--- config.mk ---
export PLATFORM = sky130hd
export DESIGN_NAME = fofb_rx_deframer
export DESIGN_NICKNAME = d
export VERILOG_FILES = /design/src/rtl/fofb_link_pkg.sv /design/src/rtl/fofb_sat_counter.sv /design/src/rtl/fofb_rx_deframer.sv
export SDC_FILE = /design/constraint.sdc
export NUM_CORES = 1
export LEC_CHECK = 0
export BUFFER_PORTS_ARGS = -buffer_cell sky130_fd_sc_hd__buf_2
export CAP_MARGIN = 20
export CORE_MARGIN = 8
export CORE_UTILIZATION = 51
export DETAILED_ROUTE_END_ITERATION = 8
export PLACE_DENSITY = 0.79
export SLEW_MARGIN = 10
export SYNTH_ARGS = -nofsm -noshare
export SYNTH_HDL_FRONTEND = slang
export SYNTH_SLANG_ARGS = --single-unit
--- constraint.sdc ---
create_clock -name userclk_rx_usrclk2 -period 2.25 [get_ports userclk_rx_usrclk2]
set_input_delay 0.1125 -clock userclk_rx_usrclk2 [delete_from_list [all_inputs] [get_ports userclk_rx_usrclk2]]
set_output_delay 0.1125 -clock userclk_rx_usrclk2 [all_outputs]
set_load 0.01 [all_outputs]
--- src/rtl/fofb_link_pkg.sv ---
// -----------------------------------------------------------------------------
// fofb_link_pkg
// Shared definitions for the FOFB GTY link: 8b/10b control symbols carried in
// byte 0 of a word, bit positions of the SOF/EOF header fields, the receive
// deframer state type, counter width, and the per-word checksum helper.
// No ports; imported with "import fofb_link_pkg::*;".
// -----------------------------------------------------------------------------
package fofb_link_pkg;

   // Control symbols, valid only when the byte-0 K flag is set
   localparam logic [7:0] K_IDLE = 8'hBC;   // K28.5 comma / idle
   localparam logic [7:0] K_SOF  = 8'h1C;   // K28.0 start of frame
   localparam logic [7:0] K_EOF  = 8'hFC;   // K28.7 end of frame

   // SOF word fields: [15:8] node id, [23:16] payload length, [31:24] sequence
   localparam int SOF_NODE_LSB = 8;
   localparam int SOF_LEN_LSB  = 16;
   localparam int SOF_SEQ_LSB  = 24;

   // EOF word field: [31:16] payload checksum
   localparam int EOF_CSUM_LSB = 16;

   // Status counter geometry
   localparam int          CNT_W   = 16;
   localparam logic [15:0] CNT_MAX = 16'hFFFF;

   // Deframer state encodings, kept as plain constants so existing register
   // maps and older tooling that expect fixed codes keep working
   localparam logic [1:0] ST_IDLE    = 2'd0;
   localparam logic [1:0] ST_PAYLOAD = 2'd1;
   localparam logic [1:0] ST_EXP_EOF = 2'd2;

   typedef enum logic [1:0] {
      IDLE    = ST_IDLE,
      PAYLOAD = ST_PAYLOAD,
      EXP_EOF = ST_EXP_EOF
   } rx_state_t;

   // Contribution of one payload word to the frame checksum: low half plus
   // high half, wrapping at 16 bits
   function automatic logic [15:0] word_csum(input logic [31:0] w);
      return w[15:0] + w[31:16];
   endfunction

endpackage

--- src/rtl/fofb_sat_counter.sv ---
// -----------------------------------------------------------------------------
// fofb_sat_counter
// 16-bit counter that stops at all-ones instead of wrapping. Clear has
// priority over a coincident increment.
// Ports:
//   clk    in   clock
//   rst_n  in   asynchronous active-low reset (count -> 0)
//   inc    in   add one this cycle (ignored once saturated)
//   clear  in   synchronous clear to zero
//   count  out  current count
// -----------------------------------------------------------------------------
module fofb_sat_counter
   import fofb_link_pkg::*;
(
   input  logic             clk,
   input  logic             rst_n,
   input  logic             inc,
   input  logic             clear,
   output logic [CNT_W-1:0] count
);

   // Clear wins over increment; once at the maximum the count holds so the
   // status register never appears to roll back to a small value
   always_ff @(posedge clk or negedge rst_n) begin
      if (!rst_n) begin
         count <= '0;
      end else if (clear) begin
         count <= '0;
      end else if (inc && (count != CNT_MAX)) begin
         count <= count + 16'd1;
      end
   end

endmodule

--- src/rtl/fofb_rx_deframer.sv ---
// -----------------------------------------------------------------------------
// fofb_rx_deframer
// Receive-side deframer for the FOFB GTY link. Strips SOF/EOF control framing
// from the 32-bit RX word stream, delivers indexed payload words, the frame
// header (node id, sequence number) and a per-frame good/bad verdict, and
// keeps saturating good-frame and bad-frame counters.
//
// Optional feature macro: RX_CHECKSUM_EN
//   defined   - payload checksum accumulated and compared against EOF[31:16]
//   undefined - no accumulator; verdict depends on framing and length only
//
// Parameters:
//   MAX_WORDS  largest legal payload length (1..255)
//   ADDR_W     width of data_addr, MAX_WORDS <= 2**ADDR_W
// Ports:
//   userclk_rx_usrclk2  in   RX user clock, all logic on this clock
//   reset_n             in   asynchronous active-low reset
//   link_up             in   RX reset done and aligned (already synchronous)
//   rx_data[31:0]       in   received word
//   rx_is_k[3:0]        in   K flags, only bit 0 used
//   cnt_clear           in   synchronous clear of both counters
//   data_out[31:0]      out  payload word
//   data_valid          out  data_out/data_addr valid
//   data_addr[ADDR_W-1:0] out payload word index within the frame
//   node_id[7:0]        out  node id of current/last legal frame
//   seq_num[7:0]        out  sequence number of current/last legal frame
//   frame_done          out  one-cycle end-of-frame pulse (good or bad)
//   frame_ok            out  verdict, valid with frame_done
//   frame_cnt[15:0]     out  saturating count of good frames
//   err_cnt[15:0]       out  saturating count of bad frames
// -----------------------------------------------------------------------------
module fofb_rx_deframer
   import fofb_link_pkg::*;
#(
   parameter int MAX_WORDS = 64,
   parameter int ADDR_W    = 8
)
(
   input  logic              userclk_rx_usrclk2,
   input  logic              reset_n,
   input  logic              link_up,
   input  logic [31:0]       rx_data,
   input  logic [3:0]        rx_is_k,
   input  logic              cnt_clear,
   output logic [31:0]       data_out,
   output logic              data_valid,
   output logic [ADDR_W-1:0] data_addr,
   output logic [7:0]        node_id,
   output logic [7:0]        seq_num,
   output logic              frame_done,
   output logic              frame_ok,
   output logic [15:0]       frame_cnt,
   output logic [15:0]       err_cnt
);

   localparam logic [7:0]        MAX_LEN  = 8'(MAX_WORDS);
   localparam logic [ADDR_W-1:0] ADDR_ONE = ADDR_W'(1);

   rx_state_t         state;
   rx_state_t         next_state;
   logic [ADDR_W-1:0] word_idx;
   logic [7:0]        remaining;

   logic [7:0] sym;
   logic [7:0] sof_len;
   logic       is_k;
   logic       is_sof;
   logic       is_eof;
   logic       is_idle;
   logic       len_legal;
   logic       last_word;
   logic       csum_match;

   logic emit;
   logic load_hdr;
   logic end_frame;
   logic end_ok;

   // Only byte 0 carries control symbols on this link
   logic unused_k_flags;
   assign unused_k_flags = ^rx_is_k[3:1];

   assign sym       = rx_data[7:0];
   assign is_k      = rx_is_k[0];
   assign is_sof    = is_k && (sym == K_SOF);
   assign is_eof    = is_k && (sym == K_EOF);
   assign is_idle   = is_k && (sym == K_IDLE);
   assign sof_len   = rx_data[SOF_LEN_LSB +: 8];
   assign len_legal = (sof_len != 8'd0) && (sof_len <= MAX_LEN);
   // remaining counts down from N, so the word arriving with remaining == 1
   // is the last payload word
   assign last_word = (remaining == 8'd1);

`ifdef RX_CHECKSUM_EN
   logic [15:0] csum_acc;

   // Running checksum of the payload seen so far; restarted by every
   // accepted header so an interrupted frame cannot leak into the next one
   always_ff @(posedge userclk_rx_usrclk2 or negedge reset_n) begin
      if (!reset_n) begin
         csum_acc <= '0;
      end else if (load_hdr) begin
         csum_acc <= '0;
      end else if (emit) begin
         csum_acc <= csum_acc + word_csum(rx_data);
      end
   end

   assign csum_match = (csum_acc == rx_data[EOF_CSUM_LSB +: 16]);
`else
   assign csum_match = 1'b1;
`endif

   // Decode the current word against the frame state. A SOF seen while a
   // frame is still open both closes the old frame as bad and, when its
   // length is legal, opens the new one in the same cycle, so a broken frame
   // never costs the following frame. Dropping the link abandons any open
   // frame without reporting it, since the partial frame was never ours to
   // judge.
   always_comb begin
      next_state = state;
      emit       = 1'b0;
      load_hdr   = 1'b0;
      end_frame  = 1'b0;
      end_ok     = 1'b0;
      if (!link_up) begin
         next_state = IDLE;
      end else begin
         case (state)
            IDLE: begin
               if (is_sof) begin
                  if (len_legal) begin
                     load_hdr   = 1'b1;
                     next_state = PAYLOAD;
                  end else begin
                     end_frame = 1'b1;
                  end
               end
            end
            PAYLOAD: begin
               if (!is_k) begin
                  emit = 1'b1;
                  if (last_word) begin
                     next_state = EXP_EOF;
                  end
               end else if (is_sof) begin
                  end_frame  = 1'b1;
                  load_hdr   = len_legal;
                  next_state = len_legal ? PAYLOAD : IDLE;
               end else if (is_idle) begin
                  // comma where payload was expected: truncated frame
                  end_frame  = 1'b1;
                  next_state = IDLE;
               end else begin
                  end_frame  = 1'b1;
                  next_state = IDLE;
               end
            end
            EXP_EOF: begin
               if (is_eof) begin
                  end_frame  = 1'b1;
                  end_ok     = csum_match;
                  next_state = IDLE;
               end else if (is_sof) begin
                  end_frame  = 1'b1;
                  load_hdr   = len_legal;
                  next_state = len_legal ? PAYLOAD : IDLE;
               end else begin
                  end_frame  = 1'b1;
                  next_state = IDLE;
               end
            end
            default: begin
               next_state = IDLE;
            end
         endcase
      end
   end

   // Single output register stage. Header fields only move on a legal SOF
   // so they keep describing the last frame that was actually accepted.
   always_ff @(posedge userclk_rx_usrclk2 or negedge reset_n) begin
      if (!reset_n) begin
         state      <= IDLE;
         word_idx   <= '0;
         remaining  <= '0;
         data_out   <= '0;
         data_valid <= 1'b0;
         data_addr  <= '0;
         node_id    <= '0;
         seq_num    <= '0;
         frame_done <= 1'b0;
         frame_ok   <= 1'b0;
      end else begin
         state      <= next_state;
         data_valid <= emit;
         frame_done <= end_frame;
         frame_ok   <= end_ok;
         if (load_hdr) begin
            node_id   <= rx_data[SOF_NODE_LSB +: 8];
            seq_num   <= rx_data[SOF_SEQ_LSB +: 8];
            remaining <= sof_len;
            word_idx  <= '0;
         end
         if (emit) begin
            data_out  <= rx_data;
            data_addr <= word_idx;
            word_idx  <= word_idx + ADDR_ONE;
            remaining <= remaining - 8'd1;
         end
      end
   end

   // Counters are fed from the registered verdict, so they move the cycle
   // after frame_done is seen
   fofb_sat_counter u_frame_cnt (
      .clk   (userclk_rx_usrclk2),
      .rst_n (reset_n),
      .inc   (frame_done & frame_ok),
      .clear (cnt_clear),
      .count (frame_cnt)
   );

   fofb_sat_counter u_err_cnt (
      .clk   (userclk_rx_usrclk2),
      .rst_n (reset_n),
      .inc   (frame_done & ~frame_ok),
      .clear (cnt_clear),
      .count (err_cnt)
   );

endmodule

== After elaboration in Yosys (flattened, before gate mapping) ==
Cells that the tools add are included.

* $add $sub $neg: 4
* Magnitude comparators: 1
* Equality and inequality tests: 10
* Multiplexer cells: 35
* Bitwise gates (word level): 3
* Reductions and logical operators: 11

{| class="wikitable"
|+ Operator list
! cell !! number
|-
| two-way mux 16 bit || 4
|-
| adder 16 x 1 -> 16 bit, second input constant || 2
|-
| two-way mux 8 bit || 4
|-
| inequality test 16 bit, second input constant || 2
|-
| two-way mux 1 bit || 19
|-
| two-way mux 2 bit || 5
|-
| adder 8 x 1 -> 8 bit, second input constant || 1
|-
| == test 8 x 1 -> 1 bit, second input constant || 1
|-
| == test 8 x 5 -> 1 bit, second input constant || 1
|-
| == test 8 bit, second input constant || 1
|-
| <= comparator 8 x 7 -> 1 bit, second input constant || 1
|-
| nonzero test 8 bit || 1
|-
| subtractor 8 x 1 -> 8 bit, second input constant || 1
|-
| inequality test 3 bit, second input constant || 2
|-
| one-hot mux 1 bit (3 select lines) || 2
|-
| one-hot mux 2 bit (3 select lines) || 1
|-
| nonzero test 2 bit || 3
|-
| logical AND 1 bit || 5
|-
| inequality test 4 bit, second input constant || 1
|-
| AND reduction 3 bit || 1
|-
| bitwise AND 1 bit || 2
|-
| == test 2 x 1 -> 1 bit, second input constant || 1
|-
| == test 2 bit, second input constant || 1
|-
| logical NOT 2 bit || 1
|-
| inverter 1 bit || 1
|}

* Register bits after elaboration: 109
* Input port bits: 40
* Output and inout port bits: 91
* Word-level logic and storage cells: 76

== Depth between registers and ports, before layout ==
Gate-level depths: netlist of run 1.

* Word-level depth: 8
* Mapped depth: 7
* Depth with buffers taken out: 6

== Cells and area by module ==
From an unflattened synthesis of run 1, not the netlist that was laid out.

* Cell total of the unflattened synthesis: 536
* Area, all modules: 5,240.0 um^2

{| class="wikitable"
|+ Modules (own cells, without submodules)
! module !! instances !! cells each !! area each (um^2) !! sequential area each (um^2)
|-
| fofb_rx_deframer || 1 || 340 || 3,355.7 || 1,926.8
|-
| fofb_sat_counter || 2 || 98 || 942.2 || 400.4
|}

== Worst setup path before layout of run 1 ==
OpenSTA, ideal clock, no wires.

* Path type: reg-to-reg
* From: register state[1]
* To: register node_id[0]
* Library setup time: 0.125 ns
* Arrival: 1.779 ns
* Required time: 2.125 ns
* Slack: 0.347 ns
* Cell stages (with the launch flop): 5
* Buffers on the path: 1
* Clock period less this slack: 1.903 ns
* Cells stage by stage: dfrtp_1 a2111o_1 a2111oi_4 buf_4 mux2_2

* Word-level cells in the longest chain between the ends: 3
* Elaborated cells on any way between the ends: 5
* Those cells by class: eq/ne: 2; mux: 2; reduce/logical: 1

{| class="wikitable"
|+ RTL lines
! element !! line !! source
|-
| start: declaration || fofb_rx_deframer.sv:59 || <nowiki>rx_state_t state;</nowiki>
|-
| start signal: assignment || fofb_rx_deframer.sv:195 || <nowiki>state <= next_state;</nowiki>
|-
| == test 2 bit (tied with other cells) || fofb_rx_deframer.sv:129 || <nowiki>case (state)</nowiki>
|-
| one-hot mux 1 bit (3 select lines) (*) || fofb_rx_deframer.sv:129 ||
|-
| two-way mux 1 bit (*) || fofb_rx_deframer.sv:126 || <nowiki>if (!link_up) begin</nowiki>
|-
| end signal: assignment || fofb_rx_deframer.sv:200 || <nowiki>node_id <= rx_data[SOF_NODE_LSB +: 8];</nowiki>
|-
| end: declaration || fofb_rx_deframer.sv:48 || <nowiki>output logic [7:0] node_id,</nowiki>
|}

Every way passes the cells marked *; elsewhere a longest branch is shown, timed or not.
A chain may end at the register's enable or synchronous reset.

== Worst setup path in the final report of run 1 ==
* From: input rx_data[20]
* To: register seq_num[6]

* Word-level cells in the longest chain between the ends: 6
* Elaborated cells on any way between the ends: 10
* Those cells by class: order compare: 1; mux: 7; reduce/logical: 2

{| class="wikitable"
|+ RTL lines
! element !! line !! source
|-
| start: declaration || fofb_rx_deframer.sv:42 || <nowiki>input logic [31:0] rx_data,</nowiki>
|-
| <= comparator 8 x 7 -> 1 bit or nonzero test 8 bit (tied branches) || fofb_rx_deframer.sv:89 || <nowiki>assign len_legal = (sof_len != 8'd0) && (sof_len <= MAX_LEN);</nowiki>
|-
| logical AND 1 bit (*) || fofb_rx_deframer.sv:89 ||
|-
| two-way mux 1 bit (on tied branches) || fofb_rx_deframer.sv:146, fofb_rx_deframer.sv:164, fofb_rx_deframer.sv:132 ||
|-
| two-way mux 1 bit (on tied branches) || fofb_rx_deframer.sv:160, fofb_rx_deframer.sv:131, fofb_rx_deframer.sv:141 ||
|-
| one-hot mux 1 bit (3 select lines) (*) || fofb_rx_deframer.sv:129 ||
|-
| two-way mux 1 bit (*) || fofb_rx_deframer.sv:126 ||
|-
| end signal: assignment || fofb_rx_deframer.sv:201 || <nowiki>seq_num <= rx_data[SOF_SEQ_LSB +: 8];</nowiki>
|-
| end: declaration || fofb_rx_deframer.sv:49 || <nowiki>output logic [7:0] seq_num,</nowiki>
|}

Marks and branches as above.

==> results.cfg, run 1 <==
[grt]
grtUsageMet1_pct = 24.1
grt.total_usage_pct = 19.6
busiest_layer = met2
met2_usage_pct = 32.6
use_met3_pct = 6.71
antenna_found_initial = 0
grt_max_degree = 60
grt_pass1_vias = 4276
grt_pass1_wl_um = 20800
grt.overflow.total = 0

[timing]
period_share_pct = 98.5
setup_viol = 0
whs_ns = 0.0365
hold_viol = 0
finClkSkew_ns = 0.0166
setup_tns_ns = 0
fin_crit_ns = 2.22
drv_slew = 0
worst_slew_pin_slew_ns = 0.752
slew_headroom_pct = 49.8
max_freq_mhz = 451

[synth]
synth_nets = 540
synthArstFlopShare_pct = 100
synth_edf_count = 0
synthCells = 495
yosys.area.top_type_share_pct = 55.7
synth_cell_types = 49
synth.cell_area_mm2 = 0.00489
yosys_warnings = 0
ys.flop_type = dfrtp_1
yosysTopAreaCell = dfrtp_1
ys_top_cells_by_area = dfrtp_1, nand2_1, mux2_2
synth_seq_area_share_pct = 55.7
postSynthAreaPerCell_um2 = 9.89
synth_seq_cells = 109

[worst_setup_path]
crit_start = rx_data[20]
cp_data_arrival_time_ns = 2.48
reg2reg_depth = 5
cp_max_fo = 16
crit_type = in2reg
rr_endpoint = seq_num[6]$_DFFE_PN0P_
cp-end-kind = flip-flop
cp-start-kind = primary input
required_ns = 2.52
timing.rr.start = state[1]$_DFFE_PN0P_
cp-endpoint = seq_num[6]$_DFFE_PN0P_
regToRegSetupSlack_ns = 0.17

[route]
wl_per_cell_um = 16.2
drc = 0
drt.antenna.violating_nets = 0
viasPerCell = 5.37
vias = 4279
firstDrtPassIters = 4
drt_iter0_markers = 237
wl_um = 12900

[floorplanning]
ioPinCount = 131
die_h_um = 114
core_area_mm2 = 0.00928
die_w_um = 114
row_count = 35
start_util_pct = 52.7
die-area_mm2 = 0.0130

[cts]
cts-htree-levels = 3
cts_buffers = 9
ctsRootBufferMaster = clkbuf_8
clock_latency_ns = 0.37
cts_tree = built
cts_buffer_depth = 2
path_clk_slew_ns = 0.11
numClockSinks = 109

[worst_hold_path]
hold_path.class = in2reg

[run_status]
status = finished clean

[power_and_ir_drop]
power_leakage_nw = 3.41
ir_drop_uv = 383
power.total_mw = 3.26
p_per_area_mw_per_mm2 = 518

[place]
place_congestion = 0.859
hpwl_um = 8670
io_buffers = 127

[job]
drv_cap = 0

[final_layout]
diodes = 0
nets = 708
drive_gt1_share_pct = 27.5
n_fill_cell = 734
syn_to_final_growth_pct = 28.6
## per-layer routing
layer | routed length [um] | part of all wire (%)
met1 | 5380 | 42
met2 | 6400 | 49
met3 | 1050 | 8.1
met4 | 108 | 0.83
met5 | 0 | 0
## worst min-delay path by stage
stage	start	end	slack, ns	depth (start not counted)
after floorplan	reset_n	data_addr[0]$_DFFE_PN0P_	-0.18	0
after global placement	reset_n	data_addr[3]$_DFFE_PN0P_	0.23	1
after detailed placement	reset_n	data_addr[2]$_DFFE_PN0P_	0.23	1
after CTS	rx_is_k[0]	frame_done$_DFF_PN0_	0.02	3
after global routing	rx_data[21]	remaining[5]$_DFFE_PN0P_	0.02	3
final	rx_is_k[0]	frame_done$_DFF_PN0_	0.04	3
## cell type report
| class | instances | area, um^2 | area share [%] |
|---|---|---|---|
| inverter | 8 | 30.0 | 0.477 |
| tap | 129 | 161 | 2.56 |
| timing repair buffer | 175 | 1130 | 18.0 |
| clock buffer | 9 | 124 | 1.97 |
| clock inverter | 7 | 60.1 | 0.954 |
| multi-input combinational | 360 | 2060 | 32.7 |
| sequential | 109 | 2730 | 43.3 |
## synthesized netlist by cell type (all sizes together), types with 7 or more instances
cell type  count
a21oi          7
and3          11
clkbuf        14
dfrtp        109
inv            7
mux2          18
nand2        132
nand3         19
nand4         17
nor2          41
nor3          13
o21ai         12
xnor2         11
xor2          14
## state kept, by name, indices dropped and copies added (netlist names), 2 cells and up
name	cells
state	2
remaining	8
node_id	8
u_err_cnt.count	16
data_out	32
word_idx	8
u_frame_cnt.count	16
data_addr	8
seq_num	8
## kinds of logic after synthesis
logic type / after synthesis / share of synthesized area (%)
AND/OR/NAND/NOR: 267 / 25.3
multiplexers: 20 / 4.55
buffers and inverters: 26 / 2.17
XOR/XNOR: 25 / 4.47
flip-flops: 109 / 55.7
AO/OA/AOI/OAI: 43 / 6.49
adder cells (fa/ha/maj): 5 / 1.28
## per-stage QoR
stage                     setup WS (ns)  utilization, %  instances  instance area, um^2
final                            0.0340            67.8        797                 6290
after global routing            -0.0135            67.8        797                 6290
after CTS                        0.0451            66.9        790                 6210
after detailed placement          0.131            61.6        743                 5720
after global placement            0.172            61.6        743                 5720
after floorplan                   0.347               -        495                 4890
## worst max-delay path, cell delays in order
cell and delay, ns:
dlygate4sd3_1 0.55, buf_2 0.15, nor4_2 0.35, nand3_1 0.21, a2111oi_4 0.42, buf_4 0.19, clkbuf_16 0.16, mux2_2 0.33
## report_power, final
group,total [mW],internal (mW),switching (mW)
registers,1.97,1.96,0.00370
logic,0.170,0.0764,0.0934
clock network,1.13,0.419,0.708
## cell usage in the layout (no fill, tap or decap), types with 3 or more instances in the layout
cell,instances
dfrtp_1,109
o211ai_1,3
nand4b_1,3
o21ai_0,12
nand3b_1,3
clkbuf_8,9
xnor2_1,11
a21oi_1,7
mux2_2,18
and4_1,4
buf_12,3
nand2_1,132
nor2b_1,5
a21o_1,4
a211o_1,4
inv_1,7
nor4_1,4
ha_1,5
buf_4,14
nand3_1,19
nor2_1,41
xor2_1,14
nor3_1,13
buf_2,126
nand4_1,17
nor3b_1,3
and3_1,11
dlygate4sd3_1,31
## repair_timing
| action | CTS | global route |
|---|---|---|
| endpoints found under the setup margin | 0 | 7 |
| resized for setup | 0 | 0 |
| endpoints found under the hold margin | 103 | 0 |
| hold buffers | 31 | 0 |
| buffers inserted | 0 | 6 |
(Power assumes the default switching activity.)
==> inputs of run 2 (changes only) <==
--- a/config.mk
+++ b/config.mk
@@ -5,12 +5,13 @@
 export SDC_FILE = /design/constraint.sdc
 export NUM_CORES = 1
 export LEC_CHECK = 0
+export ABC_AREA = 1
 export BUFFER_PORTS_ARGS = -buffer_cell sky130_fd_sc_hd__buf_2
 export CAP_MARGIN = 20
 export CORE_MARGIN = 8
 export CORE_UTILIZATION = 51
 export DETAILED_ROUTE_END_ITERATION = 8
-export PLACE_DENSITY = 0.79
+export PLACE_DENSITY = 0.78
 export SLEW_MARGIN = 10
 export SYNTH_ARGS = -nofsm -noshare
 export SYNTH_HDL_FRONTEND = slang
==> results.cfg, run 2 <==
[run_status]
status = finished clean

[timing]
drv_slew = 0
worst_slew_pin_slew_ns = 0.611
rsz0062_at_grt = no
setup_viol = 0
worst_slack_ns = 0.272
finClkSkew_ns = 0.00916
setup_tns_ns = 0
whs_ns = 0.0287
slew_headroom_pct = 59.0
hold_viol = 0
period_share_pct = 87.9
fin_crit_ns = 1.98
max_freq_mhz = 506

[synth]
yosysTopAreaCell = dfrtp_1
synth_seq_area_share_pct = 50.1
yosysMostFrequentCell = nand2_1
synth_cell_types = 31
ys.flop_type = dfrtp_1
synth_common_cells = nand2_1, dfrtp_1, inv_1, o21ai_0, nand3_1
synthCells = 701
synth_edf_count = 0
synth_seq_cells = 109
yosys_warnings = 0
ys_top_cells_by_area = dfrtp_1, nand2_1, o21ai_0
yosys.area.top_type_share_pct = 50.1
postSynthAreaPerCell_um2 = 7.77
synth_nets = 746
synth.cell_area_mm2 = 0.00545
synthArstFlopShare_pct = 100

[place]
io_buffers = 127
place_congestion = 0.922
place_ws_ns = 0.372
place_area_mm2 = 0.00624
hpwl_um = 10300
place_inst = 952

[grt]
grt.overflow.total = 0
grt.total_usage_pct = 19.9
antenna_found_initial = 3
grt_pass1_wl_um = 23600
grt_max_degree = 65
grt_pass1_vias = 4974

[route]
viasPerCell = 5.25
firstDrtPassIters = 5
wl_per_cell_um = 14.5
drt.antenna.violating_nets = 0
drc = 0
drt_iter0_markers = 410
wl_um = 14300
vias = 5183

[power_and_ir_drop]
ir_drop_uv = 427
p_per_area_mw_per_mm2 = 521
power.total_mw = 3.47
power_leakage_nw = 3.55

[floorplanning]
die-area_mm2 = 0.0142
die_h_um = 119
core_area_mm2 = 0.0104
start_util_pct = 52.5
row_count = 37
ioPinCount = 131
die_w_um = 119

[cts]
ctsRootBufferMaster = clkbuf_8
clock_latency_ns = 0.36
cts-htree-levels = 3
cts_buffers = 9
path_clk_slew_ns = 0.10
cts_tree = built
postCtsSetupRepairBufs = 0
cts_buffer_depth = 2
numClockSinks = 109

[job]
drv_cap = 0

[final_layout]
largest_reg_flops = 32
nets = 891
n_fill_cell = 926
drive_gt1_share_pct = 19.6
final_area_mm2 = 0.00665
largestRegisters = data_out (32), u_err_cnt.count (16), u_frame_cnt.count (16)
postLayoutCoreUtil_pct = 64.1
instances_no_fill = 988
layout_commonest_cell = nand2_1
syn_to_final_growth_pct = 22.1
regMostFlops = data_out
most-common-layout-cells = nand2_1, buf_2, dfrtp_1, inv_1, o21ai_0

[worst_hold_path]
hold_path.class = in2reg

[worst_setup_path]
required_ns = 2.55
cp_max_fo = 10
cp_data_arrival_time_ns = 2.28
cp-start-kind = primary input
crit_type = in2reg
cp-end-kind = flip-flop
-- run 2: cell count changes in the layout (fill, tap and decap cells not counted), moves of 5 or more --
cell,before,now
mux2_2,18,0
xnor2_1,11,1
nand3_1,19,62
inv_1,7,77
nor2b_1,5,0
o21ai_1,0,15
nand4_1,17,25
nand2_1,132,208
dlygate4sd3_1,31,19
and3_1,11,0
nor2_1,41,54
o21ai_0,12,67
-- run 2: worst max-delay path, cell delays in order --
cell	delay, ns
dlygate4sd3_1	0.54
buf_2	0.14
nor2_1	0.10
nand2_1	0.06
nor2_1	0.14
nand2_1	0.07
o21ai_1	0.20
nand3_1	0.40
nand2_1	0.35
nand2_1	0.10
nand2_1	0.07
-- run 2: routing by layer --
layer	track usage, %	up-vias	routed length [um]
li1	-	2550	-
met1	24.2	2419	5950
met2	32.6	174	7020
met3	5.57	36	917
met4	8.20	4	375
met5	0	-	20
-- run 2: what timing repair did --
action,4_1_cts,5_1_grt
endpoints found under the hold margin,134,0
resized for setup,0,0
hold buffers,19,0
setup endpoints to repair,0,0
-- run 2: report_power, final --
group / internal (mW) / total, mW / switching, mW
Clock: 0.626 / 1.29 / 0.661
Sequential: 1.97 / 1.97 / 0.00725
Combinational: 0.0784 / 0.208 / 0.130
-- run 2: cell type report --
cell class              count  area [um^2]  share of cell area [%]
diodes                      1         2.50                  0.0376
clock buffers              10          128                    1.92
clock inverters             6         87.6                    1.32
inverters                  80          302                    4.53
multi-input cells         490         2320                    34.9
flip-flops and latches    109         2730                    41.0
well taps                 136          170                    2.56
repair buffers            156          916                    13.8
-- run 2: kinds of logic (layout without fill, tap and decap cells) --
kind of cell             after synthesis  in the layout  synth area share [%]
XOR/XNOR                              12             12                  1.93
other                                  0              1                     0
buffers and inverters                102            252                  7.39
flip-flops                           109            109                  50.1
AO/OA/AOI/OAI                         98             98                  9.39
adder cells (fa/ha/maj)                5              5                  1.15
AND/OR/NAND/NOR                      375            375                  30.1
-- run 2: final timing paths --
kind | from | to | slack, ns | depth (start not counted)
worst min register to register | data_addr[1]$_DFFE_PN0P_ | data_addr[1]$_DFFE_PN0P_ | 0.48 | 2
worst max register to register | u_frame_cnt.count[0]$_DFFE_PN0P_ | u_frame_cnt.count[3]$_DFFE_PN0P_ | 0.37 | 7
min in group asynchronous | reset_n | u_frame_cnt.count[3]$_DFFE_PN0P_ | 0.29 | 3
worst min-delay path | rx_data[30] | data_out[30]$_DFFE_PN0P_ | 0.03 | 3
worst max-delay path | rx_data[21] | remaining[5]$_DFFE_PN0P_ | 0.27 | 11
max in group asynchronous | reset_n | seq_num[3]$_DFFE_PN0P_ | 1.46 | 3
